`src/rtl/chord_song_reader.sv`:
```
// Song ROM sequencer: walks up to 32 words of the selected song and issues note/advance load strobes.
// state     | meaning
// IDLE      | waiting for play
// FETCH     | rom_addr presented for the current idx
// WAIT_ROM  | ROM read latency; word captured on exit
// DECODE    | end marker / advance / note dispatch
// LOAD_NOTE | waits for a free voice, then strobes (skipped for duration 0)
// LOAD_ADV  | unconditional advance strobe
// WAIT_ADV  | waits for the downstream advance timer to reach zero
// DONE      | song finished; a new song selection restarts
module chord_song_reader (
    input  logic        clk,
    input  logic        reset,
    input  logic        play,
    input  logic [1:0]  song,
    input  logic        note_done,
    input  logic        activate_done,
    output logic [6:0]  rom_addr,
    input  logic [15:0] rom_data,
    output logic [5:0]  note_to_load,
    output logic [5:0]  duration,
    output logic        load_new_note,
    output logic        activate,
    output logic        song_done
);

    typedef enum logic [2:0] {
        S_IDLE,
        S_FETCH,
        S_WAIT_ROM,
        S_DECODE,
        S_LOAD_NOTE,
        S_LOAD_ADV,
        S_WAIT_ADV,
        S_DONE
    } state_t;

    state_t      r_state;
    logic [4:0]  r_idx;
    logic [1:0]  r_song;
    logic [15:0] r_word;

    logic w_song_change;
    logic w_dur_zero;
    logic w_last;
    logic w_strobe_note;
    logic w_strobe_adv;

    assign w_song_change = play && (song != r_song) && (r_state != S_IDLE) && (r_state != S_DONE);
    assign w_dur_zero    = (r_word[8:3] == 6'd0);
    assign w_last        = (r_idx == 5'd31);

    // Strobes decode straight from the state register so an async reset removes them at once.
    assign w_strobe_note = play && !w_song_change && (r_state == S_LOAD_NOTE) && !w_dur_zero && note_done;
    assign w_strobe_adv  = play && !w_song_change && (r_state == S_LOAD_ADV);

    assign rom_addr      = {r_song, r_idx};
    assign note_to_load  = r_word[14:9];
    assign duration      = r_word[8:3];
    assign load_new_note = w_strobe_note || w_strobe_adv;
    assign activate      = w_strobe_adv;
    assign song_done     = (r_state == S_DONE);

    always_ff @(posedge clk or negedge reset) begin
        if (!reset) begin
            r_state <= S_IDLE;
            r_idx   <= 5'd0;
            r_song  <= 2'd0;
            r_word  <= 16'h0000;
        end else if (play) begin
            if (w_song_change) begin
                r_song  <= song;
                r_idx   <= 5'd0;
                r_state <= S_FETCH;
            end else begin
                unique case (r_state)
                    S_IDLE: begin
                        r_song  <= song;
                        r_idx   <= 5'd0;
                        r_state <= S_FETCH;
                    end
                    S_FETCH: r_state <= S_WAIT_ROM;
                    S_WAIT_ROM: begin
                        r_word  <= rom_data;
                        r_state <= S_DECODE;
                    end
                    S_DECODE: begin
                        if (r_word == 16'h0000)
                            r_state <= S_DONE;
                        else if (r_word[15])
                            r_state <= S_LOAD_ADV;
                        else
                            r_state <= S_LOAD_NOTE;
                    end
                    S_LOAD_NOTE: begin
                        if (w_dur_zero || note_done) begin
                            r_state <= w_last ? S_DONE : S_FETCH;
                            if (!w_last)
                                r_idx <= r_idx + 5'd1;
                        end
                    end
                    S_LOAD_ADV: r_state <= S_WAIT_ADV;
                    S_WAIT_ADV: begin
                        if (activate_done) begin
                            r_state <= w_last ? S_DONE : S_FETCH;
                            if (!w_last)
                                r_idx <= r_idx + 5'd1;
                        end
                    end
                    S_DONE: begin
                        if (song != r_song) begin
                            r_song  <= song;
                            r_idx   <= 5'd0;
                            r_state <= S_FETCH;
                        end
                    end
                    default: r_state <= S_IDLE;
                endcase
            end
        end
    end

endmodule

```
`config.mk`:
```
export PLATFORM = sky130hd
export DESIGN_NAME = chord_song_reader
export DESIGN_NICKNAME = d
export VERILOG_FILES = /design/src/rtl/chord_song_reader.sv
export SDC_FILE = /design/constraint.sdc
export NUM_CORES = 1
export LEC_CHECK = 0
export ABC_CLOCK_PERIOD_IN_PS = 5900
export BUFFER_PORTS_ARGS = -buffer_cell sky130_fd_sc_hd__buf_2
export CAP_MARGIN = 5
export CORE_MARGIN = 2
export CORE_UTILIZATION = 30
export CTS_BUF_LIST = sky130_fd_sc_hd__clkbuf_8
export CTS_CLUSTER_DIAMETER = 50
export DETAILED_ROUTE_END_ITERATION = 16
export PLACE_DENSITY = 0.51
export SYNTH_ARGS = -nofsm -noshare
export SYNTH_HDL_FRONTEND = slang
export SYNTH_SLANG_ARGS = --single-unit
```
`constraint.sdc`:
```
create_clock -name clk -period 5.9 [get_ports clk]
set_clock_uncertainty 0.15 [all_clocks]
set_input_delay 0.59 -clock clk [delete_from_list [all_inputs] [get_ports clk]]
set_output_delay 0.59 -clock clk [all_outputs]
set_load 0.05 [all_outputs]
```
==> results.yml, run 1 <==
run_status:
  status: "finished, final reports clean"
placement:
  gp_congestion: 0.990
  dp.cells: 212
  post-dp-hpwl_um: 2330
  io_buffers: 44
  postPlaceCellArea_um2: 1620
detailed_routing:
  vias: 1131
  dr.pass1.iters: 4
  drc: 0
  viasPerCell: 5.24
  drt-initial-drc-count: 86
  top_layer: "met4"
  avgRoutedWirePerCell_um: 14.2
  wl_met2_um: 1490
  met3_length_um: 248
  drt-total-wl_um: 3070
  met1Wirelength_um: 1300
  ant_nets: 0
synthesis:
  ys_warn_count: 0
  ys_ff_latch: 26
  synth_top_area_share: 0.449
  avgSynthCellArea_um2: 11.1
  synth-edff-count: 0
  ys.flop_type: "dfrtp_1"
  synthCells: 131
  syn-num-nets: 156
  synthArstFlopShare: 1.00
  synth_cell_types: 41
  synth_area_um2: 1450
  synthTopCellsByArea: "dfrtp_1 (45%), mux2_2 (15%), buf_4 (6.7%)"
  synth-seq-area-share: 0.449
  synth_area_leader_cell: "dfrtp_1"
worst_setup_path:
  slowest_delay_ps: 410
  cp-end-kind: "primary output"
  start_kind: "flop"
  path_delay_family: "simple AND/OR/NAND/NOR gates"
  critical_path.cell_chain: "xor2_1 > nor2_1 > nand2_1 > nor4b_1 > buf_2"
  crit_type: "flop to primary output"
  path_max_fanout: 4
  crit_slowest_cell: "dfrtp_1"
  critPathBufInv: 1
  worstPathRequired_ps: 5160
  arrival_ps: 1910
floorplanning:
  core_area_um2: 4690
  initial_core_util: 0.309
  die_h_um: 73.5
  dieWidth_um: 73.5
  io_pins: 45
  dieArea_um2: 5400
  fp-row-count: 25
clock_network:
  clock_sinks: 26
  clk_pin_slew_ps: 90
  cts_buffers: 3
  cts_resized: 0
  root_buffer: "clkbuf_8"
  clock_latency_ps: 270
  cts_max_level: 1
  cts_tree: "yes"
  cts_buffer_depth: 2
  post_cts_buffers: 0
  cts.hold.buffers_added: 0
cells_and_area:
  syn_to_final_growth_pct: 16.9
  stdcell_count: 216
  drive_gt1_frac: 0.438
  num_antenna_cells: 0
  nNetsFinal: 188
  design_area_um2: 1690
timing:
  final.min_clock_period_ps: 2650
  max_freq_mhz: 377
  worst_slew_pin_slew_ps: 585
  setup_violations: 0
  final_max_slew_viol_count: 0
  setup-tns-final_ps: 0
  rsz0062_at_grt: "no"
  relSlewSlack: 0.610
  period_share: 0.449
  hold_violations: 0
  whs_ps: 153
grt:
  track_usage: 0.123
  grt_pass1_wl_um: 5020
  grt_pass1_vias: 1062
  overflow: 0
  grt_max_degree: 27
  grt_antenna_before_repair: 0
worst_hold_path:
  hp-class: "primary input to asynchronous set/reset pin"
power_and_ir_drop:
  power_density_nw_per_um2: 472
  totalPowerFinal_uw: 798
  ir_worst_vdd_mv: 0.252
  power_leakage_nw: 0.881
flow_run:
  drv_cap: 0
final cells by class:
| cell class | instances | area [um^2] |
|---|---|---|
| fill | 482 | 3000 |
| clock buffer | 3 | 41.3 |
| sequential | 26 | 651 |
| timing repair buffer | 44 | 220 |
| clock inverter | 1 | 30.0 |
| tap | 54 | 67.6 |
| inverter | 6 | 22.5 |
| multi-input combinational | 82 | 661 |
stage by stage:
| stage | util | worst slack, ps |
|---|---|---|
| after floorplan | - | 2360 |
| after global placement | 0.346 | 3310 |
| after detailed placement | 0.346 | 3260 |
| after CTS | 0.361 | 3230 |
| after global routing | 0.361 | 3080 |
| final | 0.361 | 3250 |
worst paths after layout:
| kind | startpoint | endpoint | slack, ps | cells after the start |
|---|---|---|---|---|
| worst max register to register | r_idx[0] | r_idx[4] | 3660 | 7 |
| max in group asynchronous | reset | r_word[1] | 5060 | 1 |
| min in group clk | r_word[2] | r_word[2] | 370 | 1 |
| worst min register to register | r_word[2] | r_word[2] | 370 | 1 |
| worst min-delay path | reset | r_song[0] | 150 | 1 |
| worst max-delay path | r_song[1] | activate | 3250 | 5 |
flip-flops by register name (all words and copies together) (netlist names):
name     cells
r_word      16
r_idx        5
r_state      3
r_song       2
power breakdown:
part | switching (mW) | internal (mW) | leakage [nW]
registers | 0.0536 | 0.230 | 0.348
logic | 0.233 | 0.133 | 0.497
clock network | 0.0566 | 0.0908 | 0.0357
synth_stat cells (2+ instances only):
master,number
dfrtp_1,26
mux2_2,19
buf_4,13
inv_1,6
nand2_1,6
nor2_1,5
a21oi_1,3
and3_1,3
clkbuf_1,3
mux2i_1,3
o211ai_1,3
o21ai_0,3
a211oi_1,2
a31oi_1,2
ha_1,2
nand2b_1,2
nand3_1,2
nor2b_1,2
nor4b_1,2
or4_1,2
xor2_1,2
metal layers:
layer / global-route usage / up-vias
li1: - / 528
met2: 0.202 / 59
met5: 0 / -
met1: 0.154 / 539
met3: 0.0370 / 5
met4: 0.0364 / 0
cells in the final DEF, fill, tap and decap left out, types with 2 or more instances in the layout:
master / instances
buf_2: 44
dfrtp_1: 26
mux2_2: 19
inv_1: 6
nand2_1: 6
nor2_1: 5
and3_1: 3
a21oi_1: 3
o21ai_0: 3
o211ai_1: 3
mux2i_1: 3
clkbuf_8: 3
nand3_1: 2
xor2_1: 2
nor4b_1: 2
nor2b_1: 2
a211oi_1: 2
nand2b_1: 2
or4_1: 2
a31oi_1: 2
ha_1: 2
logic make-up (layout without fill, tap and decap cells):
family,after synthesis,after routing,share of synthesized area
compound gates,22,22,0.111
simple gates,34,34,0.148
fa+ha+maj,2,2,0.0173
mux,22,22,0.169
buf+inv,23,54,0.0942
xor+xnor,2,2,0.0121
flops,26,26,0.449
Power figures use the tool's default switching activity.
==> inputs of run 2 (changes only) <==
--- a/config.mk
+++ b/config.mk
@@ -5,7 +5,7 @@
 export SDC_FILE = /design/constraint.sdc
 export NUM_CORES = 1
 export LEC_CHECK = 0
-export ABC_CLOCK_PERIOD_IN_PS = 5900
+export ABC_CLOCK_PERIOD_IN_PS = 2700
 export BUFFER_PORTS_ARGS = -buffer_cell sky130_fd_sc_hd__buf_2
 export CAP_MARGIN = 5
 export CORE_MARGIN = 2
==> constraint.sdc (replaced) <==
create_clock -name clk -period 2.7 [get_ports clk]
set_clock_uncertainty 0.15 [all_clocks]
set_input_delay 0.27 -clock clk [delete_from_list [all_inputs] [get_ports clk]]
set_output_delay 0.27 -clock clk [all_outputs]
set_load 0.05 [all_outputs]
==> run 2 against run 1 <==
  * Wire length rose by 2.2%
  * Final area rose by 1.3%
  * Critical path depth is 2 higher
  * Cell count is 0.46% higher
  * Flip-flop and latch count unchanged
  * Worst setup slack got worse by 2800 ps
  * Power grew 120%
  * Utilization increased by 0.48 points
  * Via count is 3.6% lower
  * Die area unchanged
  * Register-to-register slack got worse by 3200 ps
==> results.yml, run 2 (synthesized netlist as in run 1, its figures left out) <==
run_status:
  status: "finished, final reports clean"
grt:
  grt_antenna_before_repair: 0
  grt_pass1_vias: 1120
  overflow: 0
  track_usage: 0.125
  grt_pass1_wl_um: 5130
  grt_max_degree: 27
detailed_routing:
  met3_length_um: 242
  top_layer: "met4"
  drc: 0
  drt-initial-drc-count: 70
  ant_nets: 0
  drt-total-wl_um: 3140
  vias: 1090
  dr.pass1.iters: 6
  viasPerCell: 5.02
  avgRoutedWirePerCell_um: 14.5
  met1Wirelength_um: 1440
  wl_met2_um: 1440
power_and_ir_drop:
  totalPowerFinal_mw: 1.76
  power_density_nw_per_um2: 1020
  ir_worst_vdd_mv: 0.444
  power_leakage_nw: 0.886
cells_and_area:
  mostFrequentLayoutCell: "buf_2"
  largest_reg_flops: 16
  fin_util: 0.366
  stdcell_count: 217
  regMostFlops: "r_word"
  nNetsFinal: 189
  drive_gt1_frac: 0.448
  num_antenna_cells: 0
  most-common-layout-cells: "buf_2 (44), dfrtp_1 (26), mux2_2 (19)"
  reg.largest.list: "r_word x16, r_idx x5, r_state x3"
  design_area_um2: 1720
  syn_to_final_growth_pct: 18.5
  multi_input_area_um2: 673
  n_fill_cell: 489
  regArea_um2: 651
clock_network:
  root_buffer: "clkbuf_8"
  cts_resized: 0
  cts_max_level: 1
  clock_sinks: 26
  clk_pin_slew_ps: 100
  clock_latency_ps: 280
  cts_buffer_depth: 2
  cts_tree: "yes"
  cts_buffers: 3
timing:
  relSlewSlack: 0.598
  setup_violations: 0
  final.min_clock_period_ps: 2260
  worst_slew_pin_slew_ps: 602
  final_max_slew_viol_count: 0
  hold_violations: 0
  worst_slack_ps: 442
  rsz0062_at_grt: "no"
  period_share: 0.836
  whs_ps: 66.9
  max_freq_mhz: 443
  setup-tns-final_ps: 0
worst_setup_path:
  worstPathRequired_ps: 2760
  crit_type: "flop to flop"
  cp-end-kind: "flop"
  start_kind: "flop"
  path_max_fanout: 5
  arrival_ps: 2320
floorplanning:
  dieWidth_um: 73.5
  dieArea_um2: 5400
  io_pins: 45
  initial_core_util: 0.309
  die_h_um: 73.5
  fp-row-count: 25
  core_area_um2: 4690
placement:
  postPlaceCellArea_um2: 1630
  dp_slack_ps: 476
  io_buffers: 44
  post-dp-hpwl_um: 2340
  dp.cells: 212
  gp_congestion: 0.777
flow_run:
  drv_cap: 0
worst_hold_path:
  hp-class: "primary input to flop"
## run 2: cell types whose count changed in the layout (fill, tap and decap cells not counted), sizes merged
cell	delta
dlygate4sd3	+1
## run 2: layer usage
layer | up-vias | GRT usage
li1 | 531 | -
met1 | 511 | 0.161
met2 | 44 | 0.194
met3 | 4 | 0.0480
met4 | 0 | 0.0364
met5 | - | 0
## run 2: path summary, 6_finish.rpt
| kind | slack [ps] | endpoint | depth (start not counted) | startpoint |
|---|---|---|---|---|
| worst max-delay path | 440 | r_idx[1] | 7 | r_idx[0] |
| worst max register to register | 440 | r_idx[1] | 7 | r_idx[0] |
| max in group asynchronous | 1630 | r_word[14] | 2 | reset |
| worst min register to register | 370 | r_word[1] | 1 | r_word[1] |
| worst min-delay path | 70 | r_word[1] | 2 | rom_data[1] |
| min in group asynchronous | 370 | r_song[0] | 2 | reset |
## run 2: final cells by class
| cell class | instances | area share |
|---|---|---|
| multi-input cells | 82 | 0.392 |
| flip-flops and latches | 26 | 0.379 |
| repair buffers | 45 | 0.134 |
| well taps | 54 | 0.0394 |
| clock buffers | 3 | 0.0241 |
| clock inverters | 1 | 0.0175 |
| inverters | 6 | 0.0131 |
## run 2: where the power goes
group | switching (mW) | internal [mW] | leakage [nW] | total, mW
Combinational | 0.516 | 0.294 | 0.502 | 0.810
Clock | 0.132 | 0.199 | 0.0357 | 0.330
Sequential | 0.113 | 0.504 | 0.348 | 0.616
## run 2: timing repair
| action | 4_1_cts | 5_1_grt |
|---|---|---|
| hold endpoints to repair | 26 | 0 |
| hold buffers | 1 | 0 |
| buffers inserted | 0 | 0 |
| endpoints found under the setup margin | 0 | 0 |
## run 2: worst max-delay path: stages (launching register included)
cell      delay (ps)
dfrtp_1          430
ha_1             240
and3_1           200
ha_1             220
a211oi_1         310
o21ai_0          140
a21oi_2          270
mux2i_1          220
==> inputs of run 3 (changes only) <==
--- a/config.mk
+++ b/config.mk
@@ -5,7 +5,8 @@
 export SDC_FILE = /design/constraint.sdc
 export NUM_CORES = 1
 export LEC_CHECK = 0
-export ABC_CLOCK_PERIOD_IN_PS = 2700
+export ABC_AREA = 1
+export ABC_CLOCK_PERIOD_IN_PS = 2300
 export BUFFER_PORTS_ARGS = -buffer_cell sky130_fd_sc_hd__buf_2
 export CAP_MARGIN = 5
 export CORE_MARGIN = 2
@@ -13,7 +14,7 @@
 export CTS_BUF_LIST = sky130_fd_sc_hd__clkbuf_8
 export CTS_CLUSTER_DIAMETER = 50
 export DETAILED_ROUTE_END_ITERATION = 16
-export PLACE_DENSITY = 0.51
+export PLACE_DENSITY = 0.5
 export SYNTH_ARGS = -nofsm -noshare
 export SYNTH_HDL_FRONTEND = slang
 export SYNTH_SLANG_ARGS = --single-unit
==> constraint.sdc (replaced) <==
create_clock -name clk -period 2.3 [get_ports clk]
set_clock_uncertainty 0.15 [all_clocks]
set_input_delay 0.23 -clock clk [delete_from_list [all_inputs] [get_ports clk]]
set_output_delay 0.23 -clock clk [all_outputs]
set_load 0.05 [all_outputs]
==> run 3 against run 2 <==
  * Utilization fell by 0.12 points
  * Critical path depth fell by 2
  * Non-clock buffer count did not move
  * Worst hold slack got worse by 34 ps
  * Combinational power rose by 52%
  * Clock power rose by 19%
  * Register-to-register slack improved by 90 ps
  * Global-route usage fell by 0.61 points
  * Via count rose by 24%
  * Critical path type is now flop to primary output
==> results.yml, run 3 <==
worst_hold_path:
  hold_start: "rom_data[13]"
  hold_depth: 3
  hp-class: "primary input to flop"
  min_to: "r_word[13]"
detailed_routing:
  ant_nets: 0
  drt-initial-drc-count: 54
  drc: 0
  drt-total-wl_um: 3250
  dr.pass1.iters: 4
  viasPerCell: 4.18
  vias: 1347
  avgRoutedWirePerCell_um: 10.1
grt:
  grt_pass1_vias: 1275
  track_usage: 0.119
  grt_max_degree: 33
  overflow: 0
  grt_antenna_before_repair: 0
  grt_pass1_wl_um: 5690
synthesis:
  avgSynthCellArea_um2: 7.18
  synthTopCellsByCount: "nand2_1 (68), inv_1 (36), dfrtp_1 (26), o21ai_0 (23), nor2_1 (19)"
  synth-edff-count: 0
  synth-seq-area-share: 0.414
  ys.flop_type: "dfrtp_1"
  syn-num-nets: 244
  synth_cell_types: 23
  ys_ff_latch: 26
  yosysMostFrequentCell: "nand2_1"
  synthArstFlopShare: 1.00
  synth_area_leader_cell: "dfrtp_1"
  ys_warn_count: 0
  synth_top_area_share: 0.414
  synthCells: 219
  synth_area_um2: 1570
  synthTopCellsByArea: "dfrtp_1 (41%), nand2_1 (16%), inv_1 (8.6%)"
cells_and_area:
  reg.largest.list: "r_word x16, r_idx x5, r_state x3"
  n_fill_cell: 586
  syn_to_final_growth_pct: 17.6
  regMostFlops: "r_word"
  drive_gt1_frac: 0.234
  multi_input_area_um2: 667
  largest_reg_flops: 16
  most-common-layout-cells: "nand2_1 (68), buf_2 (44), inv_1 (36)"
  mostFrequentLayoutCell: "nand2_1"
  num_antenna_cells: 0
  nNetsFinal: 278
  regArea_um2: 651
timing:
  period_share: 0.915
  setup_violations: 0
  whs_ps: 32.4
  final_max_slew_viol_count: 0
  setup-tns-final_ps: 0
  hold_violations: 0
  max_freq_mhz: 475
  worst_slack_ps: 196
  rsz0062_at_grt: "no"
  final.min_clock_period_ps: 2100
  worst_slew_pin_slew_ps: 603
  relSlewSlack: 0.598
worst_setup_path:
  path_max_fanout: 9
  reg2reg_depth: 7
  crit_type: "flop to primary output"
  start_kind: "flop"
  worstPathRequired_ps: 1920
  reg2reg_from: "r_state[2]"
  cp-end-kind: "primary output"
  reg2reg_slack_ps: 530
  arrival_ps: 1720
  crit-reg2reg-capture: "r_idx[3]"
floorplanning:
  fp-row-count: 26
  dieArea_um2: 5840
  die_h_um: 76.4
  initial_core_util: 0.310
  core_area_um2: 5070
  dieWidth_um: 76.4
  io_pins: 45
clock_network:
  cts.hold.buffers_added: 1
  cts_tree: "yes"
  root_buffer: "clkbuf_8"
  clk_pin_slew_ps: 100
  clock_latency_ps: 280
  cts_buffers: 3
  clock_sinks: 26
  cts_buffer_depth: 2
  cts_max_level: 1
  cts_resized: 0
  post_cts_buffers: 0
run_status:
  status: "finished, final reports clean"
power_and_ir_drop:
  power_leakage_nw: 1.10
  ir_worst_vdd_mv: 0.381
  power_density_nw_per_um2: 1300
placement:
  post-dp-hpwl_um: 2440
  io_buffers: 44
  dp_slack_ps: 496
  gp_congestion: 0.787
flow_run:
  drv_cap: 0
-- run 3: cell types whose count changed in the layout (fill, tap and decap cells not counted), sizes merged, moves of 3 or more --
cell	delta
o211ai	-3
nand3	+8
nor2	+17
mux2	-19
nand2	+64
mux2i	-3
inv	+32
and3	-3
o21ai	+22
-- run 3: cell families after synthesis --
group                    Yosys count  share of synthesized area
XOR/XNOR                           2                     0.0111
buffers and inverters             54                      0.162
AND/OR/NAND/NOR                  106                      0.298
AO/OA/AOI/OAI                     29                     0.0994
flip-flops                        26                      0.414
adder cells (fa/ha/maj)            2                     0.0159
-- run 3: worst max path at each step --
| stage | start | cells past startpoint | endpoint | slack, ps |
|---|---|---|---|---|
| after floorplan | r_song[0] | 6 | load_new_note | 30 |
| after global placement | r_state[2] | 5 | load_new_note | 520 |
| after detailed placement | r_state[2] | 5 | load_new_note | 500 |
| after CTS | r_state[2] | 5 | load_new_note | 180 |
| after global routing | r_state[2] | 5 | load_new_note | 40 |
| final | r_state[2] | 5 | load_new_note | 200 |
-- run 3: where the power goes --
part           switching, mW  total [mW]  internal (mW)
clock network          0.159       0.392          0.233
registers              0.152       0.781          0.629
logic                  0.904        1.23          0.326
-- run 3: final cells by class --
cell class                 count  area share
inverter                      38      0.0771
clock inverter                 1      0.0162
sequential                    26       0.352
timing repair buffer          45       0.124
tap                           70      0.0474
clock buffer                   3      0.0223
multi-input combinational    139       0.361
-- run 3: stage by stage --
step,cell area (um^2),cells,utilization,total power [mW]
after floorplan,1570,219,-,1.89
after global placement,1770,317,0.348,2.03
after detailed placement,1770,317,0.348,2.04
after CTS,1850,322,0.364,2.43
after global routing,1850,322,0.364,2.60
final,1850,322,0.364,2.40
-- run 3: worst max-delay path, cell delays in order, from the launching register on --
cell and delay [ps]:
dfrtp_1 510, nand3_1 240, nand3_4 210, nand2_1 80, a21oi_1 130, buf_2 280
-- run 3: layer usage --
metal  vias up  wire (um)  part of all wire  GRT usage
li1        722          -                 -          -
met1       595       1690              0.52      0.164
met2        26       1420              0.44      0.192
met3         4        105             0.032     0.0166
met4         0         45             0.014     0.0382
met5         -          0                 0          0
